--- src/rtl/fifo_pkg.sv ---
// Shared types and defaults for the FIFO drain serializer.
// Optional prefetch path is enabled by defining FIFO_DRAIN_PREFETCH_EN.
package fifo_pkg;

  localparam int DATA_W_DEF = 64;
  localparam int BYTE_W_DEF = 8;
  localparam int WORD_CNT_W = 16;

  typedef enum logic [1:0] {
    IDLE = 2'd0,
    LOAD = 2'd1,
    SEND = 2'd2
  } state_t;

endpackage

--- src/rtl/fifo_drain_shifter.sv ---
// Shift register holding the word being emitted, plus the beat index
// and last-beat flag. A load restarts the index at the LSB beat.
module fifo_drain_shifter
  import fifo_pkg::*;
#(
  parameter int DATA_W = DATA_W_DEF,
  parameter int BYTE_W = BYTE_W_DEF
) (
  input  logic              clk,
  input  logic              reset,
  input  logic              load_en,
  input  logic [DATA_W-1:0] load_data,
  input  logic              shift_en,
  output logic [BYTE_W-1:0] beat,
  output logic              at_last
);

  localparam int NBYTES = DATA_W / BYTE_W;
  localparam int IDX_W  = (NBYTES > 1) ? $clog2(NBYTES) : 1;
  localparam logic [IDX_W-1:0] LAST_IDX = IDX_W'(NBYTES - 1);

  logic [DATA_W-1:0] shreg;
  logic [IDX_W-1:0]  byte_idx;

  // Load has priority; the FSM never requests both in the same cycle.
  always_ff @(posedge clk or negedge reset) begin
    if (!reset) begin
      shreg    <= '0;
      byte_idx <= '0;
    end else if (load_en) begin
      shreg    <= load_data;
      byte_idx <= '0;
    end else if (shift_en) begin
      shreg    <= shreg >> BYTE_W;
      byte_idx <= byte_idx + 1'b1;
    end
  end

  assign beat    = shreg[BYTE_W-1:0];
  assign at_last = (byte_idx == LAST_IDX);

endmodule

--- src/rtl/fifo_drain_serializer.sv ---
// Pops words from a registered-output FIFO and emits them LSB byte first
// on a valid/ready stream. Define FIFO_DRAIN_PREFETCH_EN for zero-bubble words.
module fifo_drain_serializer
  import fifo_pkg::*;
#(
  parameter int DATA_W = DATA_W_DEF,
  parameter int BYTE_W = BYTE_W_DEF
) (
  input  logic                  clk,
  input  logic                  reset,
  input  logic                  fifo_empty_i,
  input  logic [DATA_W-1:0]     fifo_data_i,
  output logic                  fifo_rd_en_o,
  output logic                  m_valid_o,
  output logic [BYTE_W-1:0]     m_data_o,
  output logic                  m_last_o,
  input  logic                  m_ready_i,
  output logic                  busy_o,
  output logic [WORD_CNT_W-1:0] word_cnt_o
);

  state_t                state;
  logic [WORD_CNT_W-1:0] word_cnt;
  logic                  xfer;
  logic                  last_xfer;
  logic                  shift_en;
  logic                  load_en;
  logic                  at_last;
  logic                  refill;
  logic [DATA_W-1:0]     load_data;
  logic [BYTE_W-1:0]     beat;

  assign xfer      = m_valid_o && m_ready_i;
  assign last_xfer = xfer && at_last;
  assign shift_en  = xfer && !at_last;

`ifdef FIFO_DRAIN_PREFETCH_EN
  logic [DATA_W-1:0] hold_data;
  logic              hold_vld;
  logic              pending;

  assign refill    = hold_vld || pending;
  assign load_data = (state == SEND && hold_vld) ? hold_data : fifo_data_i;
  assign busy_o    = (state != IDLE) || refill;

  // A pending read lands in the hold register unless the current word is
  // finishing in the same cycle, in which case it goes straight to the shifter.
  always_ff @(posedge clk or negedge reset) begin
    if (!reset) begin
      hold_data <= '0;
      hold_vld  <= 1'b0;
      pending   <= 1'b0;
    end else begin
      if (fifo_rd_en_o && state == SEND && !last_xfer) begin
        pending <= 1'b1;
      end else if (pending) begin
        pending <= 1'b0;
        if (!last_xfer) begin
          hold_data <= fifo_data_i;
          hold_vld  <= 1'b1;
        end
      end
      if (hold_vld && last_xfer) begin
        hold_vld <= 1'b0;
      end
    end
  end
`else
  assign refill    = 1'b0;
  assign load_data = fifo_data_i;
  assign busy_o    = (state != IDLE);
`endif

  assign load_en = (state == LOAD) || (last_xfer && refill);

  // Pop requests never fire on an empty FIFO or while reset is held.
  always_comb begin
    fifo_rd_en_o = 1'b0;
    if (reset && !fifo_empty_i) begin
      if (state == IDLE) begin
        fifo_rd_en_o = 1'b1;
      end
`ifdef FIFO_DRAIN_PREFETCH_EN
      else if (state == SEND && !hold_vld && !pending) begin
        fifo_rd_en_o = 1'b1;
      end
`endif
    end
  end

  always_ff @(posedge clk or negedge reset) begin
    if (!reset) begin
      state    <= IDLE;
      word_cnt <= '0;
    end else begin
      case (state)
        IDLE: if (fifo_rd_en_o) state <= LOAD;
        LOAD: state <= SEND;
        SEND: begin
          if (last_xfer) begin
            word_cnt <= word_cnt + 1'b1;
            if (!refill) begin
              state <= fifo_rd_en_o ? LOAD : IDLE;
            end
          end
        end
        default: state <= IDLE;
      endcase
    end
  end

  fifo_drain_shifter #(
    .DATA_W (DATA_W),
    .BYTE_W (BYTE_W)
  ) u_shifter (
    .clk       (clk),
    .reset     (reset),
    .load_en   (load_en),
    .load_data (load_data),
    .shift_en  (shift_en),
    .beat      (beat),
    .at_last   (at_last)
  );

  assign m_valid_o  = (state == SEND);
  assign m_data_o   = m_valid_o ? beat : '0;
  assign m_last_o   = m_valid_o && at_last;
  assign word_cnt_o = word_cnt;

endmodule
--- config.mk ---
export PLATFORM = sky130hd
export DESIGN_NAME = fifo_drain_serializer
export DESIGN_NICKNAME = d
export VERILOG_FILES = /design/src/rtl/fifo_pkg.sv /design/src/rtl/fifo_drain_shifter.sv /design/src/rtl/fifo_drain_serializer.sv
export SDC_FILE = /design/constraint.sdc
export NUM_CORES = 1
export LEC_CHECK = 0
export CAP_MARGIN = 20
export CORE_MARGIN = 4
export CORE_UTILIZATION = 49
export DETAILED_ROUTE_END_ITERATION = 10
export HOLD_SLACK_MARGIN = 0.06
export PLACE_DENSITY = 0.9
export SLEW_MARGIN = 20
export SYNTH_ARGS = -nofsm -noshare
export SYNTH_HDL_FRONTEND = slang
export SYNTH_SLANG_ARGS = --single-unit
--- constraint.sdc ---
create_clock -name clk -period 2.6 [get_ports clk]
set_clock_uncertainty 0.1 [all_clocks]
set_input_delay 0.78 -clock clk [delete_from_list [all_inputs] [get_ports clk]]
set_output_delay 0.78 -clock clk [all_outputs]
set_load 0.05 [all_outputs]
# [Word-level counts from Yosys, hierarchy flattened]
# Index checks and enable logic that the tools add are counted.
[totals] input_bits=68 reg_bits=85 out_inout_bits=28 elab_cells=34
[op_classes] reduce_logical=12 n_mux=11 n_eq_ne=5 addsub=2
[op_table] cell="64-bit two-way mux" n=2
[op_table] cell="16-bit by 1-bit adder with 16-bit output, second input constant" n=1
[op_table] cell="8-bit two-way mux" n=1
[op_table] cell="3-bit two-way mux" n=2
[op_table] cell="2-bit case mux with 3 select lines" n=1
[op_table] cell="1-bit logical AND" n=5
[op_table] cell="2-bit two-way mux" n=2
[op_table] cell="2-bit AND reduction" n=2
[op_table] cell="2-bit nonzero test" n=2
[op_table] cell="3-bit by 1-bit adder with 3-bit output, second input constant" n=1
[op_table] cell="3-bit == test, second input constant" n=1
[op_table] cell="1-bit two-way mux" n=3
[op_table] cell="2-bit by 1-bit == test with 1-bit output, second input constant" n=1
[op_table] cell="2-bit == test, second input constant" n=1
[op_table] cell="1-bit logical NOT" n=2
[op_table] cell="2-bit logical NOT" n=1
[op_table] cell="2-bit by 1-bit != test with 1-bit output, second input constant" n=1
[op_table] cell="2-bit != test, second input constant" n=1

# [Logic depth before layout (Yosys ltp)]
[depth] depth_word=6 ltp_mapped=8 ltp_nobuf=6

# [Cells and area by module]
# A second synthesis with hierarchy kept.
[unflattened] cells_unflattened=381 hier_area_um2=4053.9
[modules_own_cells] mod="fifo_drain_shifter" n_inst=1 cells_each=297 area_per_inst_um2=3154.3
[modules_own_cells] mod="fifo_drain_serializer" n_inst=1 cells_each=84 area_per_inst_um2=899.6

# [Least setup slack after synthesis]
# Ideal clock, no wire load.
[synth_path] path_kind="register to output" from="reg state[1]" to="out fifo_rd_en_o" stages_incl_launch_ff=3 n_path_buf=0 arrival_ns=2.047 path_slack_ns=-0.327 cell_sequence="dfrtp_1 > or2_2 > nor3b_1"
[synth_between] elab_chain_cells=3
[synth_lines] item="start, declared" line_no="fifo_drain_serializer.sv:22" rtl="state_t state;"
[synth_lines] item="start signal, assigned" line_no="fifo_drain_serializer.sv:103" rtl="state <= fifo_rd_en_o ? LOAD : IDLE;"
[synth_lines] item="2-bit logical NOT" line_no="fifo_drain_serializer.sv:80" rtl="if (state == IDLE) begin"
[synth_lines] item="1-bit two-way mux" line_no="fifo_drain_serializer.sv:80"
[synth_lines] item="1-bit two-way mux" line_no="fifo_drain_serializer.sv:79" rtl="if (reset && !fifo_empty_i) begin"
[synth_lines] item="end, declared" line_no="fifo_drain_serializer.sv:13" rtl="output logic fifo_rd_en_o,"
# Every way passes these cells.

# [Final worst setup path]
[layout_path] from="reg word_cnt[7] (netlist: word_cnt_o[7])" to="out word_cnt_o[7]"
[layout_lines] item="start, declared" line_no="fifo_drain_serializer.sv:23" rtl="logic [WORD_CNT_W-1:0] word_cnt;"
[layout_lines] item="start signal, assigned" line_no="fifo_drain_serializer.sv:101" rtl="word_cnt <= word_cnt + 1'b1;"
[layout_lines] item="end, declared" line_no="fifo_drain_serializer.sv:19" rtl="output logic [WORD_CNT_W-1:0] word_cnt_o"
# No word-level cell between the ends.

==> impl_metrics.json <==
{
  "nFillCells": 539,
  "h-tree-depth": 3,
  "power.total_w": 0.004946,
  "finalMaxSlewViolations": 0,
  "worst_slew_pin_slew_ns": 0.7368,
  "synth_most_common_cell": "nand2_1",
  "wirelength_um": 9141,
  "cp.arrival_ns": 1.67,
  "grt_use_met3_pct": 2.869,
  "synthFlopType": "dfrtp_1",
  "fmax_mhz": 392.5,
  "drtIter0Drc": 285,
  "synth_top_area_share_pct": 57.72,
  "core_area_um2": 7292,
  "synth_edf_count": 0,
  "power.density_nw_per_um2": 972.2,
  "cts_sinks": 85,
  "synth_area_leader_cell": "dfrtp_1",
  "clockRootBuffer": "clkbuf_8",
  "cts_made_buffers": 9,
  "hold_viol": 0,
  "antenna_found_initial": 0,
  "globalRouteMet1Util_pct": 25.12,
  "slowest_stage": "clkdlybuf4s50_1",
  "crit_family": "buffers and inverters",
  "busiest_layer": "met2",
  "synth.distinct_cells": 30,
  "postSynthCellCount": 373,
  "place_ws_ns": 0.06738,
  "path_clk_slew_ns": 0.09,
  "dieWidth_um": 94.72,
  "globalplace.congestion": 0.8082,
  "crit_fanout": 6,
  "fin_setup_tns_ns": 0,
  "grt_pass1_vias": 3110,
  "final_antenna_net_count": 0,
  "avgSynthCellArea_um2": 9.879,
  "post_cts_buffers": 0,
  "dp_hpwl_um": 6375,
  "grt_usage_pct": 20.97,
  "clock_latency_ns": 0.34,
  "critPathRequiredTime_ns": 1.72,
  "rsz0062_at_grt": "false",
  "crit_buf_inv": 1,
  "grt_overflow": 0,
  "ios": 96,
  "path_cells": "clkdlybuf4s50_1",
  "ys_warn_count": 0,
  "fin_crit_sh_pct": 97.99,
  "setup_viol": 0,
  "grt_use_met2_pct": 37.46,
  "cp_slowest_stage_delay_ns": 0.85,
  "grt_first_pass_wirelength_um": 14610,
  "drc": 0,
  "die_h_um": 94.72,
  "hold_ws_ns": 0.3421,
  "netlist_area_um2": 3685,
  "drive_gt1_share_pct": 9.595,
  "netlist_top_cells_count": "128 x nand2_1, 85 x dfrtp_1, 48 x a22oi_1, 13 x buf_2, 13 x xnor2_1",
  "initial_core_util_pct": 50.53,
  "grt_max_degree": 60,
  "area_growth_pct": 38.06,
  "finalWorstSetupSlack_ns": 0.05219,
  "viasPerCell": 5.452,
  "ys_seq_area_share_pct": 57.72,
  "synthArstFlopShare_pct": 100.0,
  "maxCapViolations": 0,
  "ys_seq_elements": 85,
  "die_area_um2": 8971,
  "end_kind": "primary output",
  "status": "completed",
  "synthTopCellsByArea": "dfrtp_1 58%, nand2_1 13%, a22oi_1 9.8%",
  "multi_input_area_um2": 1465,
  "p_leak_nw": 2.368,
  "critPathLaunchType": "flip-flop",
  "ir_drop_mv": 0.4710,
  "cts_tree": "yes",
  "nets": 535,
  "vias": 3097,
  "antenna_cells": 0,
  "slew_headroom_pct": 50.88,
  "hold_path.class": "primary input to async pin",
  "cts_buffer_depth": 2,
  "cts_hold_buf": 0,
  "path_class": "flip-flop to primary output",
  "port-buffer-count": 95,
  "period_needed_ns": 2.548,
  "syn-num-nets": 444,
  "ff_latch_area_um2": 2128,
  "rows": 31,
  "wl_per_cell_um": 16.09,
  "drtPass1Iterations": 4
}
## what timing repair did
action,4_1_cts,5_1_grt
endpoints found under the hold margin,0,0
endpoints found under the setup margin,0,5
resized for setup,0,2
## flip-flops by register name, summed over array words and instances, names as in the netlist
signal	flops
word_cnt_o	16
u_shifter.shreg	64
u_shifter.byte_idx	3
state	2
## metrics by stage
| step | instance area [um2] | std cells | utilization [%] |
|---|---|---|---|
| 4_1_cts | 5084 | 568 | 69.72 |
| 6_report | 5087 | 568 | 69.77 |
| 2_1_floorplan | 3691 | 373 | - |
| 5_1_grt | 5087 | 568 | 69.77 |
| 3_3_place_gp | 4862 | 552 | 66.68 |
| 3_5_place_dp | 4862 | 552 | 66.68 |
## path summary, 6_finish.rpt
kind / start / end / slack [ns] / depth (start not counted)
setup reg to reg: u_shifter.byte_idx[0] / u_shifter.byte_idx[2] / 0.61 / 6
hold / removal: reset / u_shifter.shreg[60] / 0.34 / 2
min in group clk: word_cnt_o[15] / word_cnt_o[15] / 0.38 / 1
setup / recovery: word_cnt_o[7] / word_cnt_o[7] / 0.05 / 1
hold reg to reg: word_cnt_o[15] / word_cnt_o[15] / 0.38 / 1
max in group asynchronous: reset / state[1] / 1.41 / 2
## where the power goes
part           internal, W  total [W]  switching [W]
sequential         0.00180    0.00209       0.000296
clock             0.000546    0.00102       0.000477
combinational     0.000793    0.00183        0.00104
## cell families after synthesis
logic type	Yosys count	share of synthesized area [%]
simple gates	181	22.07
flops	85	57.72
compound gates	67	12.63
buf+inv	22	2.988
xor+xnor	15	3.565
fa+ha+maj	3	1.019
## area by class of cell
| cell class | instances | area share, % |
|---|---|---|
| flip-flops and latches | 85 | 41.83 |
| clock buffers | 9 | 2.435 |
| clock inverters | 7 | 1.918 |
| multi-input cells | 266 | 28.80 |
| well taps | 99 | 2.435 |
| repair buffers | 102 | 22.58 |
## cells in the final DEF (no fill, tap or decap), types with 2 or more instances in the layout
cell type	synthesis	routed
xnor2_1	13	13
nor3_2	2	2
a22oi_1	48	48
xor2_1	2	2
buf_12	0	14
clkinv_2	0	2
nor3_1	10	10
clkbuf_8	0	9
dfrtp_1	85	84
buf_4	3	6
and2_1	9	9
nand2_1	128	128
and4_1	2	2
ha_1	3	3
o21ai_0	10	10
nand4_1	5	5
bufinv_16	0	2
clkdlybuf4s50_1	0	81
nand3_1	5	5
nor2_1	8	8
o22ai_1	8	8
## layer usage
layer,share of wire [%],vias to the layer above
met3,5.5,25
met2,51,120
li1,-,1458
met4,3.2,0
met5,0,-
met1,40,1494
Power figures use the tool's default switching activity.
